<file path="src/rtl/pu_memarb_pkg.sv">
// Shared op codes, arbiter state encoding and width helper for pu_memarb.
package pu_memarb_pkg;
  localparam logic [1:0] MEMNOOP        = 2'b00;
  localparam logic [1:0] MEMWRITEOP     = 2'b01;
  localparam logic [1:0] MEMREADOP      = 2'b10;
  localparam logic [1:0] MEMREADWRITEOP = 2'b11;

  typedef enum logic [1:0] {
    IDLE = 2'd0,
    BUSY = 2'd1,
    DONE = 2'd2
  } state_t;

  // Index width that never collapses to zero bits for a single channel.
  function automatic int idxw(input int n);
    return (n > 1) ? $clog2(n) : 1;
  endfunction
endpackage

</file>
<file path="src/rtl/pu_memarb_rrpick.sv">
// Combinational picker: rotating search from ptr (mode=0) or lowest index first (mode=1).
module pu_memarb_rrpick #(
  parameter int N  = 3,
  parameter int IW = 2
) (
  input  logic [N-1:0]  req,
  input  logic [IW-1:0] ptr,
  input  logic          mode,
  output logic          valid,
  output logic [IW-1:0] idx
);
  always_comb begin
    int c;
    c     = 0;
    valid = 1'b0;
    idx   = '0;
    for (int k = 0; k < N; k++) begin
      c = mode ? k : int'(ptr) + k;
      if (c >= N) c = c - N;
      if (!valid && req[c]) begin
        valid = 1'b1;
        idx   = IW'(c);
      end
    end
  end
endmodule

</file>
<file path="src/rtl/pu_memarb.sv">
// Arbitrates CHANNELCNT memory requesters onto one pi1 master port, with an
// optional watchdog that force-completes a stalled transaction with an error.
module pu_memarb
  import pu_memarb_pkg::*;
#(
  parameter int ARCHBITSZ     = 32,
  parameter int CHANNELCNT    = 3,
  parameter int PRIOMODE      = 0,
  parameter int TIMEOUTCYCLES = 0,
  localparam int ADDRBITSZ    = ARCHBITSZ - $clog2(ARCHBITSZ/8),
  localparam int SELW         = ARCHBITSZ/8,
  localparam int GW           = idxw(CHANNELCNT)
) (
  input  logic                           clk_i,
  input  logic                           rst_i,
  input  logic [2*CHANNELCNT-1:0]        m_op_i,
  input  logic [ADDRBITSZ*CHANNELCNT-1:0] m_addr_i,
  input  logic [ARCHBITSZ*CHANNELCNT-1:0] m_data_i,
  input  logic [SELW*CHANNELCNT-1:0]     m_sel_i,
  output logic [CHANNELCNT-1:0]          m_rdy_o,
  output logic [ARCHBITSZ-1:0]           m_data_o,
  output logic                           m_err_o,
  output logic [1:0]                     pi1_op_o,
  output logic [ADDRBITSZ-1:0]           pi1_addr_o,
  output logic [ARCHBITSZ-1:0]           pi1_data_o,
  output logic [SELW-1:0]                pi1_sel_o,
  input  logic [ARCHBITSZ-1:0]           pi1_data_i,
  input  logic                           pi1_rdy_i,
  output logic [GW-1:0]                  gnt_o
);
  state_t                state, state_nxt;
  logic [CHANNELCNT-1:0] req;
  logic                  pick_vld;
  logic [GW-1:0]         pick_idx, rr_ptr;
  logic                  tmo;
  logic [1:0]            win_op;
  logic [ADDRBITSZ-1:0]  win_addr;
  logic [ARCHBITSZ-1:0]  win_data;
  logic [SELW-1:0]       win_sel;
  logic [CHANNELCNT-1:0] gnt_oh;

  always_comb begin
    for (int i = 0; i < CHANNELCNT; i++) req[i] = (m_op_i[2*i +: 2] != MEMNOOP);
  end

  pu_memarb_rrpick #(.N(CHANNELCNT), .IW(GW)) u_pick (
    .req   (req),
    .ptr   (rr_ptr),
    .mode  (PRIOMODE != 0),
    .valid (pick_vld),
    .idx   (pick_idx)
  );

  always_comb begin
    int w;
    w        = int'(pick_idx);
    win_op   = m_op_i[2*w +: 2];
    win_addr = m_addr_i[ADDRBITSZ*w +: ADDRBITSZ];
    win_data = m_data_i[ARCHBITSZ*w +: ARCHBITSZ];
    win_sel  = m_sel_i[SELW*w +: SELW];
  end

  assign gnt_oh = CHANNELCNT'(1) << gnt_o;

  generate
    if (TIMEOUTCYCLES != 0) begin : g_wd
      localparam int WDW = $clog2(TIMEOUTCYCLES+1);
      logic [WDW-1:0] wd;
      always_ff @(posedge clk_i) begin
        if (rst_i)                                        wd <= '0;
        else if (state == BUSY && wd != WDW'(TIMEOUTCYCLES)) wd <= wd + 1'b1;
        else if (state == DONE)                           wd <= '0;
      end
      assign tmo = (state == BUSY) && (wd == WDW'(TIMEOUTCYCLES-1));
    end else begin : g_nowd
      assign tmo = 1'b0;
    end
  endgenerate

  always_ff @(posedge clk_i) begin
    if (rst_i) state <= IDLE;
    else       state <= state_nxt;
  end

  always_comb begin
    state_nxt = state;
    case (state)
      IDLE:    if (pick_vld) state_nxt = BUSY;
      BUSY:    if (pi1_rdy_i || tmo) state_nxt = DONE;
      DONE:    state_nxt = IDLE;
      default: state_nxt = IDLE;
    endcase
  end

  always_ff @(posedge clk_i) begin
    if (rst_i) begin
      pi1_op_o   <= MEMNOOP;
      pi1_addr_o <= '0;
      pi1_data_o <= '0;
      pi1_sel_o  <= '0;
      m_rdy_o    <= '0;
      m_data_o   <= '0;
      m_err_o    <= 1'b0;
      gnt_o      <= '0;
      rr_ptr     <= '0;
    end else begin
      case (state)
        IDLE: if (pick_vld) begin
          pi1_op_o   <= win_op;
          pi1_addr_o <= win_addr;
          pi1_data_o <= win_data;
          pi1_sel_o  <= win_sel;
          gnt_o      <= pick_idx;
          if (PRIOMODE == 0)
            rr_ptr <= (pick_idx == GW'(CHANNELCNT-1)) ? '0 : pick_idx + 1'b1;
        end
        // Slave ready takes precedence over a coincident watchdog expiry.
        BUSY: if (pi1_rdy_i) begin
          pi1_op_o <= MEMNOOP;
          if (pi1_op_o[1]) m_data_o <= pi1_data_i;
          m_rdy_o  <= gnt_oh;
        end else if (tmo) begin
          pi1_op_o <= MEMNOOP;
          m_data_o <= '0;
          m_err_o  <= 1'b1;
          m_rdy_o  <= gnt_oh;
        end
        default: begin
          m_rdy_o <= '0;
          m_err_o <= 1'b0;
        end
      endcase
    end
  end
endmodule

</file>
<file path="config.mk">
export PLATFORM = sky130hd
export DESIGN_NAME = pu_memarb
export DESIGN_NICKNAME = d
export VERILOG_FILES = /design/src/rtl/pu_memarb_pkg.sv /design/src/rtl/pu_memarb_rrpick.sv /design/src/rtl/pu_memarb.sv
export SDC_FILE = /design/constraint.sdc
export NUM_CORES = 1
export LEC_CHECK = 0
export BUFFER_PORTS_ARGS = -buffer_cell sky130_fd_sc_hd__clkbuf_2
export CORE_AREA = 2 2 133 135
export CTS_CLUSTER_SIZE = 28
export DETAILED_ROUTE_END_ITERATION = 12
export DIE_AREA = 0 0 135 137
export PLACE_DENSITY_LB_ADDON = 0.2
export SLEW_MARGIN = 20
export SYNTH_ARGS = -nofsm -noshare
export SYNTH_HDL_FRONTEND = slang
export SYNTH_SLANG_ARGS = --single-unit
</file>
<file path="constraint.sdc">
create_clock -name clk_i -period 6 [get_ports clk_i]
set_clock_uncertainty 0.15 [all_clocks]
set_input_delay 1.2 -clock clk_i [delete_from_list [all_inputs] [get_ports clk_i]]
set_output_delay 1.2 -clock clk_i [all_outputs]
set_load 0.05 [all_outputs]
</file>
==> impl_results.md, run 1 <==
- Setup ws final: 2.39 ns
- Critical path, cell by cell: clkbuf_2 -> nor2_2 -> o22ai_1 -> or3_4 -> o21ai_4 -> buf_4 -> a32oi_1 -> o21ai_0
- Synth async-reset ratio: 0%
- Initial antenna violation count: 0
- Tightest Pin Transition: 0.956 ns
- Startpoint Class: input port
- DRT antenna net count: 0
- Initial DRC Count: 273
- Placed Cells: 1062
- Yosys cell types: 40
- Critical-path maximum fanout: 48
- Period utilisation layout: 60.2%
- Post-place setup slack: 2.05 ns
- Resize count post-CTS: 0
- Clock latency on the worst-skew pair: 0.35 ns
- Hold Crit Class: reg2reg
- DRT Wirelength: 17500 um
- Initial DRT Pass Iterations: 4
- CP delay by family, top: compound AO/OA/AOI/OAI gates
- Cell area after synthesis: 5000 sq um
- P_leak: 0.00351 uW
- Number of nets in the layout: 1090
- Final HPWL DP: 13400 um
- Final setup viols: 0
- Die Ht: 137 um
- Final Hold Viols: 0
- Starting Density: 29.3%
- Yosys reg bits: 109
- Number of synthesis warnings: 0
- Complex-gate fraction of the synthesized area: 26.3%
- Synth Instances: 539
- # rows: 48
- Vias in the first global route: 4813
- Met1 WL: 7270 um
- Met3 wire len: 1200 um
- Hold_ws: 0.305 ns
- Reg area: 2180 sq um
- Routed vias: 5185
- Met2 WL: 8790 um
- Routed len/inst: 16.3 um
- Slowest cell on crit path: o21ai_4
- Multiplexer share of the synthesized area: 13.6%
- Leading area contributor after synthesis: dfxtp_1
- CP Capture Type: flop
- Simple-gate share of the synthesized area: 8.73%
- Crit Path Category: in2reg
- Max-cap violations: 0
- PortBufs: 343
- Post-CTS setup buffers: 0
- Critical Path AT: 3.74 ns
- RSZ-0062 raised after global routing: no
- Die area: 18500 sq um
- Gp weighted congestion: 0.815
- Max layer used: met4
- Pwr Density: 550 nW/um^2
- Post-layout min period: 3.61 ns
- CP peak stage delay: 0.59 ns
- Hold-fix buffers, CTS: 0
- Share of layout cells above drive strength 1: 44.4%
- GRT Util Overall: 17.9%
- Post-route DRC violation count: 0
- VDD IR max: 0.301 mV
- Num ports: 345
- Worst slew margin: 36.1%
- Post-synth EDFFs: 0
- First-pass GRT wire length: 25700 um
- CTS tree: yes
- Buffers & Inverters on Critical Path: 2
- Clk root buf: clkbuf_16
- Pin count of the biggest net entering global routing: 51
- P&R area growth vs syn: 41.4%
- Filler cells: 1766
- # clock sinks: 109
- Largest cells by area after synthesis: dfxtp_1 (44%), mux2i_1 (14%), a32oi_1 (12%)
- Mapped Nets: 781
- Final std cells w/o fill: 1078
- Core region area: 17100 sq um
- CTS max path bufs: 2
- Design Power: 3890 uW
- Post-Synth Adder-Cell Area: 0.750%
- Clock-pin slew on the worst setup and hold paths: 0.08 ns
- Sequential-to-total area share from yosys stat: 43.6%
- Vias/cell: 4.81
- Syn_area_per_cell: 9.28 sq um
- GRT overflow: 0
- Top achievable clock speed: 277 MHz
- Total Negative Setup Slacks: 0 ns
- Largest family of logic cells by synthesized area: compound AO/OA/AOI/OAI gates
- Dominant synthesized flop cell: dfxtp_1
- Outcome: finished, final reports clean
- H-tree levels: 3
- # diodes: 0
- Top-area cell type share of the netlist area: 43.6%
- Multi-input gate area: 2500 sq um
- Die W: 135 um
- Worst path required time: 6.13 ns
- CTS buffer count: 9
- XOR/XNOR Fraction of Synth Area: 0%
- Final Max Slew Viols: 0
-- cells in the mapped netlist (3+ instances only) --
master,number
buf_4,4
a32oi_1,69
buf_8,3
mux2i_1,68
ha_1,3
clkbuf_1,24
nor2_1,9
buf_2,14
buf_6,8
a21oi_1,42
o21ai_1,25
dfxtp_1,109
nor3_1,6
inv_1,5
o21ai_0,48
nand2_1,69
nand2b_1,3
a22oi_1,3
-- worst min-delay path, delay by kind of cell, from the launching register on --
| kind | cells | cell delay [ns] |
|---|---|---|
| DFF | 1 | 0.31 |
| and+or+nand+nor | 1 | 0.05 |
| AOI/OAI and AO/OA | 1 | 0.05 |
-- sequential cells by signal (all words and copies together) (netlist names) --
| register | flops |
|---|---|
| pi1_addr_o | 30 |
| m_data_o | 32 |
| m_rdy_o | 3 |
| pi1_data_o | 32 |
| gnt_o | 2 |
| pi1_sel_o | 4 |
| pi1_op_o | 2 |
| state | 2 |
| rr_ptr | 2 |
-- through the flow --
stage                     util [%]  cell area (sq um)
after floorplan                  -               5000
after global placement        39.7               6770
after detailed placement      39.7               6770
after CTS                     41.5               7080
after global routing          41.5               7080
final                         41.5               7080
-- layer usage --
layer	vias to the layer above	global-route usage, %
met5	-	0
met4	0	6.25
met3	16	4.30
met2	206	31.4
met1	2324	21.3
li1	2639	-
-- power breakdown --
part	internal (uW)	switching [uW]	leakage, uW
Combinational	576	1570	0.00246
Sequential	980	146	0.000894
Clock	330	289	0.000151
Total	1890	2010	0.00351
-- final timing paths --
path / to / startpoint / slack, ns / cells past startpoint
max: pi1_addr_o[28]$_SDFFE_PP0P_ / m_op_i[3] / 2.39 / 8
min: m_data_o[19]$_SDFFE_PP0P_ / m_data_o[19]$_SDFFE_PP0P_ / 0.31 / 2
max reg2reg: pi1_addr_o[26]$_SDFFE_PP0P_ / rr_ptr[0]$_SDFFE_PP0P_ / 2.65 / 8
min reg2reg: m_data_o[19]$_SDFFE_PP0P_ / m_data_o[19]$_SDFFE_PP0P_ / 0.31 / 2
-- cells in the final DEF (no fill, tap or decap), drive strengths merged, types with 2 or more instances in the layout --
cell / n
clkbuf: 352
clkinv: 2
and3: 2
a22oi: 3
a32oi: 69
mux2i: 68
nor4b: 2
buf: 8
inv: 10
a21boi: 2
o32ai: 3
nor3: 6
o21ai: 74
nor2: 11
nand2: 69
a211oi: 2
nand2b: 3
a21oi: 42
dfxtp: 109
ha: 3
or3: 2
-- logic make-up after synthesis --
| family | Yosys count |
|---|---|
| compound gates | 200 |
| flops | 109 |
| simple gates | 99 |
| mux | 68 |
| buf+inv | 59 |
| fa+ha+maj | 3 |
| other cells | 1 |
-- final cells by class --
class / instances / share of cell area, %
Clock inverter: 7 / 1.11
Sequential cell: 109 / 30.8
Inverter: 6 / 0.318
Tap cell: 225 / 3.98
Timing Repair Buffer: 351 / 25.3
Multi-Input combinational cell: 371 / 35.3
Clock buffer: 9 / 3.18
No activity file was read; power rests on OpenSTA's default activity.
==> run 2: changes to the inputs <==
==> constraint.sdc (replaced) <==
create_clock -name clk_i -period 2.95 [get_ports clk_i]
set_clock_uncertainty 0.15 [all_clocks]
set_input_delay 0.59 -clock clk_i [delete_from_list [all_inputs] [get_ports clk_i]]
set_output_delay 0.59 -clock clk_i [all_outputs]
set_load 0.05 [all_outputs]
==> impl_results.md, run 2 (same netlist as run 1, synthesis figures left out) <==
- Reg-to-reg slack, setup: 0.35 ns (was 2.65 ns)
- Initial DRT Pass Iterations: 4 (unchanged)
- Hold path cells: 3 (was 2)
- DRT Wirelength: 17400 um (was 17500 um)
- Num ports: 345 (unchanged)
- GRT overflow: 0 (unchanged)
- Hold-fix buffers, CTS: 0 (unchanged)
- GRT Util Overall: 17.8% (was 17.9%)
- Gp weighted congestion: 0.808 (was 0.815)
- Post-route DRC violation count: 0 (unchanged)
- Final Hold Viols: 0 (unchanged)
- Final Max Slew Viols: 0 (unchanged)
- Number of nets in the layout: 1094 (was 1090)
- Hold Path End: pi1_addr_o[17]$_SDFFE_PP0P_ (was m_data_o[19]$_SDFFE_PP0P_)
- # clock sinks: 109 (unchanged)
- Routed len/inst: 16.1 um (was 16.3 um)
- Hold Crit Class: in2reg (was reg2reg)
- Most common cell after layout, fill and taps aside: clkbuf_2 (unchanged)
- CTS buffer count: 9 (unchanged)
- Die Ht: 137 um (unchanged)
- Final Cell Area: 7140 sq um (was 7080 sq um)
- RSZ-0062 raised after global routing: no (unchanged)
- Clk root buf: clkbuf_16 (unchanged)
- Final HPWL DP: 13200 um (was 13400 um)
- Total Negative Setup Slacks: 0 ns (unchanged)
- P&R area growth vs syn: 42.8% (was 41.4%)
- P_int: 3840 uW (was 1890 uW)
- Post-DP Area: 6860 sq um (was 6770 sq um)
- Vias in the first global route: 4958 (was 4813)
- Cell depth of the worst flop-to-flop path: 8 (unchanged)
- Pin count of the biggest net entering global routing: 69 (was 51)
- NetSw: 4060 uW (was 2010 uW)
- Clock latency on the worst-skew pair: 0.34 ns (was 0.35 ns)
- Initial DRC Count: 149 (was 273)
- Post-CTS setup buffers: 0 (unchanged)
- Top achievable clock speed: 384 MHz
- Outcome: finished, final reports clean (unchanged)
- Die area: 18500 sq um (unchanged)
- H-tree levels: 3 (unchanged)
- CP Capture Type: flop (unchanged)
- End of the worst register-to-register path: pi1_addr_o[18]$_SDFFE_PP0P_ (was pi1_addr_o[26]$_SDFFE_PP0P_)
- Critical Path AT: 2.73 ns (was 3.74 ns)
- Period utilisation layout: 88.3%
- Biggest regs: m_data_o: 32 flops, pi1_data_o: 32 flops, pi1_addr_o: 30 flops (unchanged)
- Routed vias: 5237 (was 5185)
- P_leak: 0.00352 uW (was 0.00351 uW)
- Core region area: 17100 sq um (unchanged)
- PortBufs: 343 (unchanged)
- Final std cells w/o fill: 1082 (was 1078)
- Pwr Density: 1110 nW/um^2 (was 550 nW/um^2)
- Sequential power share: 28.9% (about the same)
- Critical-path maximum fanout: 35 (was 48)
- Startpoint Class: flop (was input port)
- First-pass GRT wire length: 25900 um (was 25700 um)
- Clock-pin slew on the worst setup and hold paths: 0.07 ns (was 0.08 ns)
- Combinational share of power: 56.5% (was 55.1%)
- HP Start: m_addr_i[77] (was m_data_o[19]$_SDFFE_PP0P_)
- Final setup viols: 0 (unchanged)
- Placed Cells: 1066 (was 1062)
- DRT antenna net count: 0 (unchanged)
- Share of layout cells above drive strength 1: 44.6% (was 44.4%)
- Resize count post-CTS: 0 (unchanged)
- Switching part of the total: 51.4% (was 51.5%)
- Clock network fraction of design power: 14.6% (was 15.9%)
- VDD IR max: 0.578 mV (was 0.301 mV)
- # rows: 48 (unchanged)
- Initial antenna violation count: 0 (unchanged)
- Commonest cells after routing, fill and taps aside: clkbuf_2 (343), dfxtp_1 (109), a32oi_1 (69), nand2_1 (68), mux2i_1 (68) (unchanged)
- Max-cap violations: 0 (unchanged)
- CTS tree: yes (unchanged)
- Crit Path Category: reg2reg (was in2reg)
- # diodes: 0 (unchanged)
- Post-layout min period: 2.60 ns
- Worst path required time: 3.07 ns (was 6.13 ns)
- Starting Density: 29.3% (unchanged)
- Die W: 135 um (unchanged)
- CTS max path bufs: 2 (unchanged)
- Vias/cell: 4.84 (was 4.81)
- RR Startpoint: rr_ptr[0]$_SDFFE_PP0P_ (unchanged)
[run 2: worst max path at each step]
stage	from	end	cells after the start
3_5_place_dp	rr_ptr[0]$_SDFFE_PP0P_	pi1_addr_o[29]$_SDFFE_PP0P_	8
5_1_grt	rr_ptr[0]$_SDFFE_PP0P_	pi1_addr_o[29]$_SDFFE_PP0P_	8
2_1_floorplan	rr_ptr[0]$_SDFFE_PP0P_	pi1_addr_o[0]$_SDFFE_PP0P_	11
3_3_place_gp	rr_ptr[1]$_SDFFE_PP0P_	pi1_addr_o[3]$_SDFFE_PP0P_	8
4_1_cts	rr_ptr[0]$_SDFFE_PP0P_	pi1_addr_o[29]$_SDFFE_PP0P_	8
6_report	rr_ptr[0]$_SDFFE_PP0P_	pi1_addr_o[18]$_SDFFE_PP0P_	8
[run 2: stage by stage]
step           worst slack, ns  util (%)  hold slack (ns)  power, uW
2_1_floorplan            0.548         -            0.315       5680
3_3_place_gp             0.379      40.2            0.293       6810
3_5_place_dp             0.359      40.2            0.297       6830
4_1_cts                  0.357      41.9            0.277       8000
5_1_grt                  0.171      41.9            0.294       8320
6_report                 0.345      41.9            0.291       7910
[run 2: power by group through the flow]
stage	Clock, uW	Combinational (uW)	Sequential (uW)
2_1_floorplan	0	1660	4020
3_3_place_gp	0	4500	2310
3_5_place_dp	0	4510	2320
4_1_cts	1200	4510	2290
5_1_grt	1250	4720	2350
6_report	1150	4470	2280
[run 2: cell type report]
type	instances	area (sq um)
clock buffer	11	243
clock inverter	5	36.3
fill	1759	9910
inverter	6	22.5
multi-input combinational	371	2500
sequential	109	2180
tap	225	282
timing repair buffer	355	1880
[run 2: routing by layer]
metal	wire length (um)	GRT usage (%)	vias up	share of wire, %
met5	0	0	-	0
met4	253	6.08	0	1.5
met3	1280	4.63	18	7.4
met2	8740	31.7	197	50
met1	7150	20.9	2384	41
li1	-	-	2638	-
[run 2: critical path: stages (launching register included)]
cell	delay [ns]
dfxtp_1	0.35
inv_1	0.07
ha_1	0.44
or3b_4	0.43
o32ai_2	0.37
and3_2	0.31
buf_12	0.21
a32oi_1	0.07
o21ai_0	0.10
